`src/rtl/commons.sv`:
```
`default_nettype none
// +----------------------------------------------------------------------------+
// | commons                                                                    |
// | Shared width macros for the processor memory system.                      |
// | Revision: 1.0                                                              |
// +----------------------------------------------------------------------------+
`ifndef COMMONS_SV
`define COMMONS_SV
`define W 32
`define WORD [`W-1:0]
`endif
`default_nettype wire

```
`src/rtl/program_loader_pkg.sv`:
```
`include "commons.sv"
`default_nettype none
// +----------------------------------------------------------------------------+
// | loader_pkg                                                                 |
// | Shared types and constants for the boot-time program loader.              |
// | Revision: 1.0                                                              |
// +----------------------------------------------------------------------------+
package loader_pkg;
  localparam int         LOADER_W          = `W;
  localparam int         LOADER_BASE_BYTES = 4;
  localparam int         LOADER_LEN_BYTES  = 2;
  localparam logic [7:0] LOADER_MAGIC      = 8'hA5;

  typedef enum logic [2:0] {
    IDLE = 3'd0,
    BASE = 3'd1,
    LEN  = 3'd2,
    DATA = 3'd3,
    CSUM = 3'd4,
    DONE = 3'd5,
    ERR  = 3'd6
  } loader_state_t;
endpackage
`default_nettype wire

```
`src/rtl/program_loader_if.sv`:
```
`include "commons.sv"
`default_nettype none
// +----------------------------------------------------------------------------+
// | program_loader_if                                                          |
// | Byte stream (valid/ready) in, program-memory write port out.               |
// | Revision: 1.0                                                              |
// +----------------------------------------------------------------------------+
interface program_loader_if;
  logic [7:0]  s_data;
  logic        s_valid;
  logic        s_ready;
  logic `WORD  m_addr;
  logic [7:0]  m_wdata;
  logic        m_we;

  // Host side: produces the boot stream and observes memory writes
  modport master (output s_data, s_valid, input s_ready, m_addr, m_wdata, m_we);
  // Loader side
  modport slave  (input s_data, s_valid, output s_ready, m_addr, m_wdata, m_we);
endinterface
`default_nettype wire

```
`src/rtl/program_loader.sv`:
```
`include "commons.sv"
`default_nettype none
// +----------------------------------------------------------------------------+
// | program_loader                                                             |
// | Parses a framed boot stream, writes the payload into program memory,     |
// | verifies an 8-bit checksum and releases the CPU reset on success.         |
// | Revision: 1.0                                                              |
// +----------------------------------------------------------------------------+
module program_loader
  import loader_pkg::*;
#(
  parameter logic [7:0] MAGIC = LOADER_MAGIC
) (
  input  logic               clk,
  input  logic               rst,
  program_loader_if.slave    bus,
  output logic               cpu_rst,
  output logic               done,
  output logic               err
);

  localparam int BASE_BITS = 8 * LOADER_BASE_BYTES;
  localparam int LEN_BITS  = 8 * LOADER_LEN_BYTES;

  loader_state_t           state_q, state_d;
  logic [1:0]              cnt_q, cnt_d;
  logic [BASE_BITS-1:0]    base_q, base_d;
  logic [LEN_BITS-1:0]     len_q, len_d;
  logic [LEN_BITS-1:0]     idx_q, idx_d;
  logic [7:0]              sum_q, sum_d;
  logic                    we_q, we_d;
  logic [LOADER_W-1:0]     addr_q, addr_d;
  logic [7:0]              wdata_q, wdata_d;
  logic                    cpu_rst_q, cpu_rst_d;
  logic                    done_q, done_d;
  logic                    err_q, err_d;

  logic                    s_ready;
  logic                    xfer;
  logic [LEN_BITS-1:0]     len_next;

  // Ready in every parsing state; forced low while reset is asserted
  assign s_ready  = !rst && (state_q inside {IDLE, BASE, LEN, DATA, CSUM});
  assign xfer     = bus.s_valid && s_ready;
  // Length bytes arrive little-endian, so each new byte enters at the top
  assign len_next = {bus.s_data, len_q[LEN_BITS-1:8]};

  // Next-state and datapath updates for the frame parser
  always_comb begin
    state_d   = state_q;
    cnt_d     = cnt_q;
    base_d    = base_q;
    len_d     = len_q;
    idx_d     = idx_q;
    sum_d     = sum_q;
    we_d      = 1'b0;
    addr_d    = addr_q;
    wdata_d   = wdata_q;
    cpu_rst_d = cpu_rst_q;
    done_d    = done_q;
    err_d     = err_q;
    unique case (state_q)
      IDLE: begin
        if (xfer && bus.s_data == MAGIC) begin
          state_d = BASE;
          cnt_d   = 2'd0;
        end
      end
      BASE: begin
        if (xfer) begin
          base_d = {bus.s_data, base_q[BASE_BITS-1:8]};
          if (cnt_q == 2'(LOADER_BASE_BYTES - 1)) begin
            state_d = LEN;
            cnt_d   = 2'd0;
          end else begin
            cnt_d = cnt_q + 2'd1;
          end
        end
      end
      LEN: begin
        if (xfer) begin
          len_d = len_next;
          idx_d = '0;
          sum_d = 8'd0;
          if (cnt_q == 2'(LOADER_LEN_BYTES - 1)) begin
            cnt_d   = 2'd0;
            state_d = (len_next != '0) ? DATA : CSUM;
          end else begin
            cnt_d = cnt_q + 2'd1;
          end
        end
      end
      DATA: begin
        if (xfer) begin
          we_d    = 1'b1;
          addr_d  = base_q[LOADER_W-1:0] + LOADER_W'(idx_q);
          wdata_d = bus.s_data;
          sum_d   = sum_q + bus.s_data;
          idx_d   = idx_q + 1'b1;
          if (idx_q == len_q - 1'b1) begin
            state_d = CSUM;
          end
        end
      end
      CSUM: begin
        if (xfer) begin
          if (bus.s_data == sum_q) begin
            state_d   = DONE;
            cpu_rst_d = 1'b0;
            done_d    = 1'b1;
          end else begin
            state_d = ERR;
            err_d   = 1'b1;
          end
        end
      end
      DONE:    state_d = DONE;
      ERR:     state_d = ERR;
      default: state_d = IDLE;
    endcase
  end

  // State and output registers; reset also cancels any pending write
  always_ff @(posedge clk) begin
    if (rst) begin
      state_q   <= IDLE;
      cnt_q     <= 2'd0;
      base_q    <= '0;
      len_q     <= '0;
      idx_q     <= '0;
      sum_q     <= 8'd0;
      we_q      <= 1'b0;
      addr_q    <= '0;
      wdata_q   <= 8'd0;
      cpu_rst_q <= 1'b1;
      done_q    <= 1'b0;
      err_q     <= 1'b0;
    end else begin
      state_q   <= state_d;
      cnt_q     <= cnt_d;
      base_q    <= base_d;
      len_q     <= len_d;
      idx_q     <= idx_d;
      sum_q     <= sum_d;
      we_q      <= we_d;
      addr_q    <= addr_d;
      wdata_q   <= wdata_d;
      cpu_rst_q <= cpu_rst_d;
      done_q    <= done_d;
      err_q     <= err_d;
    end
  end

  assign bus.s_ready = s_ready;
  assign bus.m_we    = we_q;
  assign bus.m_addr  = addr_q;
  assign bus.m_wdata = wdata_q;
  assign cpu_rst     = cpu_rst_q;
  assign done        = done_q;
  assign err         = err_q;

endmodule
`default_nettype wire

```
`src/flat_wrapper.sv`:
```
// flat-port wrapper written by rule: the top's interface ports become plain ports
module program_loader_flat import loader_pkg::*;
#(
  parameter logic [7:0] MAGIC = LOADER_MAGIC
)
  (clk, rst, cpu_rst, done, err, bus_s_data, bus_s_valid, bus_s_ready, bus_m_addr, bus_m_wdata, bus_m_we);
  program_loader_if bus_i ();
  input  logic clk;
  input  logic rst;
  output logic cpu_rst;
  output logic done;
  output logic err;
  input wire logic [$bits(bus_i.s_data)-1:0] bus_s_data;
  input wire logic [$bits(bus_i.s_valid)-1:0] bus_s_valid;
  output wire logic [$bits(bus_i.s_ready)-1:0] bus_s_ready;
  output wire logic [$bits(bus_i.m_addr)-1:0] bus_m_addr;
  output wire logic [$bits(bus_i.m_wdata)-1:0] bus_m_wdata;
  output wire logic [$bits(bus_i.m_we)-1:0] bus_m_we;
  assign bus_i.s_data = bus_s_data;
  assign bus_i.s_valid = bus_s_valid;
  assign bus_s_ready = bus_i.s_ready;
  assign bus_m_addr = bus_i.m_addr;
  assign bus_m_wdata = bus_i.m_wdata;
  assign bus_m_we = bus_i.m_we;
  program_loader #(.MAGIC(MAGIC)) u_core (.clk(clk), .rst(rst), .bus(bus_i), .cpu_rst(cpu_rst), .done(done), .err(err));
endmodule
```
`config.mk`:
```
export PLATFORM = sky130hd
export DESIGN_NAME = program_loader_flat
export DESIGN_NICKNAME = d
export VERILOG_FILES = /design/src/rtl/program_loader_pkg.sv /design/src/rtl/program_loader_if.sv /design/src/rtl/program_loader.sv /design/src/flat_wrapper.sv
export VERILOG_INCLUDE_DIRS = /design/src /design/src/rtl
export SDC_FILE = /design/constraint.sdc
export NUM_CORES = 1
export LEC_CHECK = 0
export ABC_AREA = 0
export BUFFER_PORTS_ARGS = -buffer_cell sky130_fd_sc_hd__buf_4
export CORE_MARGIN = 2
export CORE_UTILIZATION = 45
export CTS_CLUSTER_DIAMETER = 60
export DETAILED_ROUTE_END_ITERATION = 8
export HOLD_SLACK_MARGIN = 0.1
export PLACE_DENSITY = 0.73
export SKIP_CTS_REPAIR_TIMING = 1
export SKIP_LAST_GASP = 1
export SLEW_MARGIN = 5
export SYNTH_ARGS = -nofsm -noshare
export SYNTH_HDL_FRONTEND = slang
export SYNTH_SLANG_ARGS = --single-unit
```
`constraint.sdc`:
```
create_clock -name clk -period 5.1 [get_ports clk]
set_input_delay 0.255 -clock clk [delete_from_list [all_inputs] [get_ports clk]]
set_output_delay 0.255 -clock clk [all_outputs]
set_load 0.02 [all_outputs]
```
# ---- Word level (Yosys, flattened, before mapping)
# Cells that the tools add are included.
dict set report classes {
  add_sub_neg 5
  eq_ne 19
  mux 24
  bitwise_logic 2
  n_reduce_logical 18
}
# operator count
set op_table {}
lappend op_table {{32-bit by 16-bit adder with 32-bit output} 1}
lappend op_table {{16-bit 2-to-1 mux} 2}
lappend op_table {{16-bit one-hot mux with 2 select lines} 1}
lappend op_table {{3-bit 2-to-1 mux} 9}
lappend op_table {{3-bit one-hot mux with 7 select lines} 1}
lappend op_table {{16-bit by 1-bit adder with 16-bit output (second input constant)} 1}
lappend op_table {{16-bit equality test} 1}
lappend op_table {{8-bit 2-to-1 mux} 2}
lappend op_table {{8-bit one-hot mux with 2 select lines} 1}
lappend op_table {{16-bit nonzero test} 1}
lappend op_table {{16-bit by 1-bit subtractor with 16-bit output (second input constant)} 1}
lappend op_table {{2-bit 2-to-1 mux} 6}
lappend op_table {{3-bit equality test (second input constant)} 3}
lappend op_table {{3-bit AND reduction} 3}
lappend op_table {{8-bit adder} 1}
lappend op_table {{8-bit equality test} 1}
lappend op_table {{8-bit equality test (second input constant)} 1}
lappend op_table {{2-bit by 1-bit inequality test with 1-bit output (second input constant)} 4}
lappend op_table {{2-bit inequality test (second input constant)} 4}
lappend op_table {{8-bit AND reduction} 1}
lappend op_table {{3-bit by 2-bit equality test with 1-bit output (second input constant)} 2}
lappend op_table {{2-bit one-hot mux with 3 select lines} 1}
lappend op_table {{2-bit AND reduction} 3}
lappend op_table {{5-bit nonzero test} 1}
lappend op_table {{13 further kinds} 16}
dict set report totals {
  ff_bits 121
  inputBits 11
  out_inout_bits 45
}

# ---- Logic depth before layout (Yosys ltp)
dict set report logic_depth {
  word_depth 7
  mapped_depth 10
  depth_no_buf 10
}

# ---- Worst setup path after synthesis
# No wires, ideal clock.
dict set report synth_timing {
  path_type {register to register}
  from {register u_core.idx_q[0]}
  to {register u_core.addr_q[22] (netlist: u_core.bus.m_addr[22])}
  setup_ns 0.074
  arrival_ns 2.671
  required_time_ns 5.026
  slack_ns 2.355
  path_stages_with_launch 11
  cell_sequence {dfxtp_1 -> ha_1 -> inv_1 -> fa_1 -> nand2b_1 -> a21oi_1 -> o31ai_1 -> a211oi_1 -> nor2_1 -> or3_1 -> a31oi_1}
}
dict set report synth_between {
  elab_chain_len 1
}
# element line_no
set synth_lines {}
lappend synth_lines {{from (decl)} program_loader.sv:29} ;# logic [LEN_BITS-1:0] idx_q, idx_d;
lappend synth_lines {{from (signal assigned)} program_loader.sv:143} ;# idx_q <= idx_d;
lappend synth_lines {{32-bit by 16-bit adder with 32-bit output} program_loader.sv:96} ;# addr_d = base_q[LOADER_W-1:0] + LOADER_W'(idx_q);
lappend synth_lines {{to (signal assigned)} program_loader.sv:146} ;# addr_q <= addr_d;
lappend synth_lines {{to (decl)} program_loader.sv:32} ;# logic [LOADER_W-1:0] addr_q, addr_d;
# No other way between the ends.
# A chain may end at the register's enable or synchronous reset.

# ---- Worst setup path after layout
# Ends and elaborated chain as after synthesis.

==> impl_results.md <==
- DR WL/cell: 16.14 µm
- Crit path DAT: 3820 ps
- WHS Path Cells: 3
- Flop pwr share: 43.0%
- RSZ-0062 raised after global routing: false
- Final setup viols: 0
- R2R depth: 10
- First-pass DRT Iterations: 5
- Switching fraction of total power: 22.34%
- Footprint of the multi-input gates: 0.003731 mm²
- Peak VDD IR: 0.2708 mV
- DR vias: 5968
- Top cells by area, synth: dfxtp_1, nand2_1, a21oi_1
- Worst Hold Class: in2reg
- DP Worst Slack: 1731 ps
- Initial core utilization: 46.12%
- Initial antenna violation count: 0
- Vias in the first global route: 5322
- Syn avg cell area: 7.817 µm²
- Clock share of power: 54.8%
- Layout cells sized above 1: 12.18%
- Crit path kind: reg2reg
- Layout area overhead: 17.73%
- Logic gate share of total power: 2.1%
- Top Metal Used: met4
- Die ar.: 0.01520 mm²
- Status: finished clean
- Drt via density: 5.684
- Final Max Tran Viols: 0
- PortBufs: 55
- Die width: 123.3 µm
- Synth top area share: 37.83%
- Final global-route overflow total: 0
- Reg clk slew, reported paths: 60 ps
- Fill cells: 1290
- H-tree Lvls: 4
- Clock Latency Late Sink: 430 ps
- Register area share after synthesis: 37.83%
- Routed wire length: 16950 µm
- FF/Latch Area: 0.002422 mm²
- Core area: 0.01388 mm²
- WP data required: 5450 ps
- Crit start category: register
- RR Endpoint: u_core.bus.m_addr[22]$_SDFFE_PP0P_
- Total track usage: 22.84%
- Max FO, Critical Path: 8
- Lkg Pwr: 2.918 nW
- Largest net degree at the start of global routing: 67
- Placement row count: 43
- Unique cell type count in the Yosys netlist: 59
- Met3 WL: 968 µm
- NetSw: 0.4908 mW
- Hold Path Origin: bus_s_data[4]
- Pint: 1.707 mW
- First-pass GRT wire length: 27040 µm
- Cell taking the most area after synthesis: dfxtp_1
- RR Startpoint: u_core.idx_q[0]$_SDFFE_PP0P_
- CP Capture Type: register
- PwrDens: 291.6 mW/mm²
- Die Y: 123.3 µm
- Fmax: 288.7 MHz
- Fin crit share: 67.93%
- Num CTS Buffers: 17
- Hold Vio Cnt, Final: 0
- Worst Skew: 11.57 ps
- Layout Utilization: 54.30%
- # diodes: 0
- Relative slew slack: 25.00%
- Setup tns final: 0 ps
- Iteration-0 DRC Markers: 474
- I/O pins: 56
- Antenna-violating nets left: 0
- Placed Area: 0.006942 mm²
- Minimum clock period: 3464 ps
- Post-synthesis cell area: 0.006402 mm²
- Mapped Cells: 819
- Post-synth top flop: dfxtp_1
- Nets@finish: 898
- Post-DP HPWL: 11190 µm
- Post-synth EDFFs: 0
- DR DRC count: 0
- Flops & latches, synth: 121
- Clock root cell: clkbuf_16
- Synth top cells by count: nand2_1, dfxtp_1, a21oi_1
- Post-route cell area: 0.007537 mm²
- Max-cap violations: 0
- Reg2reg setup slack: 1640 ps
- Critical Path Start: u_core.idx_q[0]$_SDFFE_PP0P_
- Post-Syn Nets: 860
- Asr flop ratio synth: 0%
- Met2 routed WL: 7629 µm
- Most frequent cell after synthesis: nand2_1
- Setup ws final: 1636 ps
- Hold path endpoint: u_core.bus.m_wdata[4]$_SDFFE_PP0P_
- Met1 Wirelength: 8118 µm
- Worst slew pin tran: 1118 ps
- Warnings, synthesis: 0
- Maximum clock path buffer count: 2
- GPL Wtd Cong: 0.9371
- CTS tree: yes
- Clock sink count: 121
[cell families after synthesis]
kind of cell / after synthesis / share of synthesized area, %
and+or+nand+nor: 315 / 22.71
AOI/OAI and AO/OA: 228 / 21.52
DFF: 121 / 37.83
buffers and inverters: 70 / 4.123
xor gates and xnor gates: 51 / 7.094
adders and majority gates: 30 / 6.097
muxes: 4 / 0.6254
[worst max-delay path by stage]
stage | to | depth (start not counted)
6_report | u_core.bus.m_addr[22]$_SDFFE_PP0P_ | 10
2_1_floorplan | u_core.bus.m_addr[22]$_SDFFE_PP0P_ | 10
3_5_place_dp | u_core.bus.m_addr[22]$_SDFFE_PP0P_ | 10
3_3_place_gp | u_core.bus.m_addr[22]$_SDFFE_PP0P_ | 10
5_1_grt | u_core.bus.m_addr[22]$_SDFFE_PP0P_ | 10
4_1_cts | u_core.bus.m_addr[22]$_SDFFE_PP0P_ | 10
[layout by cell type (no fill, tap or decap), drive strengths merged, types with 10 or more instances in the layout]
cell    netlist  routed
nand2       158     158
dfxtp       121     121
a21oi       103     103
buf           3      61
nor2         47      47
o21ai        44      44
inv          28      32
xor2         29      29
ha           28      28
nand3        24      24
xnor2        22      22
clkbuf       39      19
nor3         17      17
a31oi        15      15
nand4        11      11
and3         10      10
[layout make-up]
type                       instances  area share, %
inverter                          28          1.394
clock inverter                    13          1.892
tap                              180          2.988
timing repair buffer              61          6.076
clock buffer                      19          6.009
sequential                       121          32.14
multi-input combinational        628          49.50
[flip-flops by register name, indices dropped and copies added (netlist names)]
name and flops:
u_core.err 1, u_core.done 1, u_core.bus.m_we 1, u_core.cpu_rst 1, u_core.len_q 16, u_core.idx_q 16, u_core.base_q 32, u_core.sum_q 8
u_core.state_q 3, u_core.bus.m_wdata 8, u_core.bus.m_addr 32, u_core.cnt_q 2
[power by group through the flow]
| stage | sequential, mW | clock, mW | combinational, mW |
|---|---|---|---|
| finish | 0.946 | 1.20 | 0.0471 |
| global route | 0.945 | 1.26 | 0.0507 |
| CTS | 0.945 | 1.22 | 0.0465 |
| detailed placement | 0.966 | 0 | 0.0463 |
| global placement | 0.966 | 0 | 0.0466 |
| floorplan | 0.966 | 0 | 0.0251 |
[layer usage]
metal / vias up / GRT usage (%)
met1: 2794 / 31.74
met5: - / 0
met4: 0 / 7.386
met2: 183 / 35.78
li1: 2970 / -
met3: 21 / 4.197
[worst max-delay path, cell delays in order, from the launching register on]
cell and delay (ps):
dfxtp_1 490, ha_1 220, inv_1 50, fa_1 370, nand2b_1 180, a21oi_1 260, o31ai_1 150, a211oi_1 950
nor2_1 170, or3_1 390, a31oi_1 150
[metrics by stage]
stage,hold slack [ps],cells,power (mW)
final,126.8,1050,2.197
after global routing,132.1,1050,2.254
after CTS,117.7,1050,2.211
after detailed placement,445.5,1018,1.012
after global placement,437.3,1018,1.013
after floorplan,391.0,819,0.9911
No activity file was read; power rests on OpenSTA's default activity.
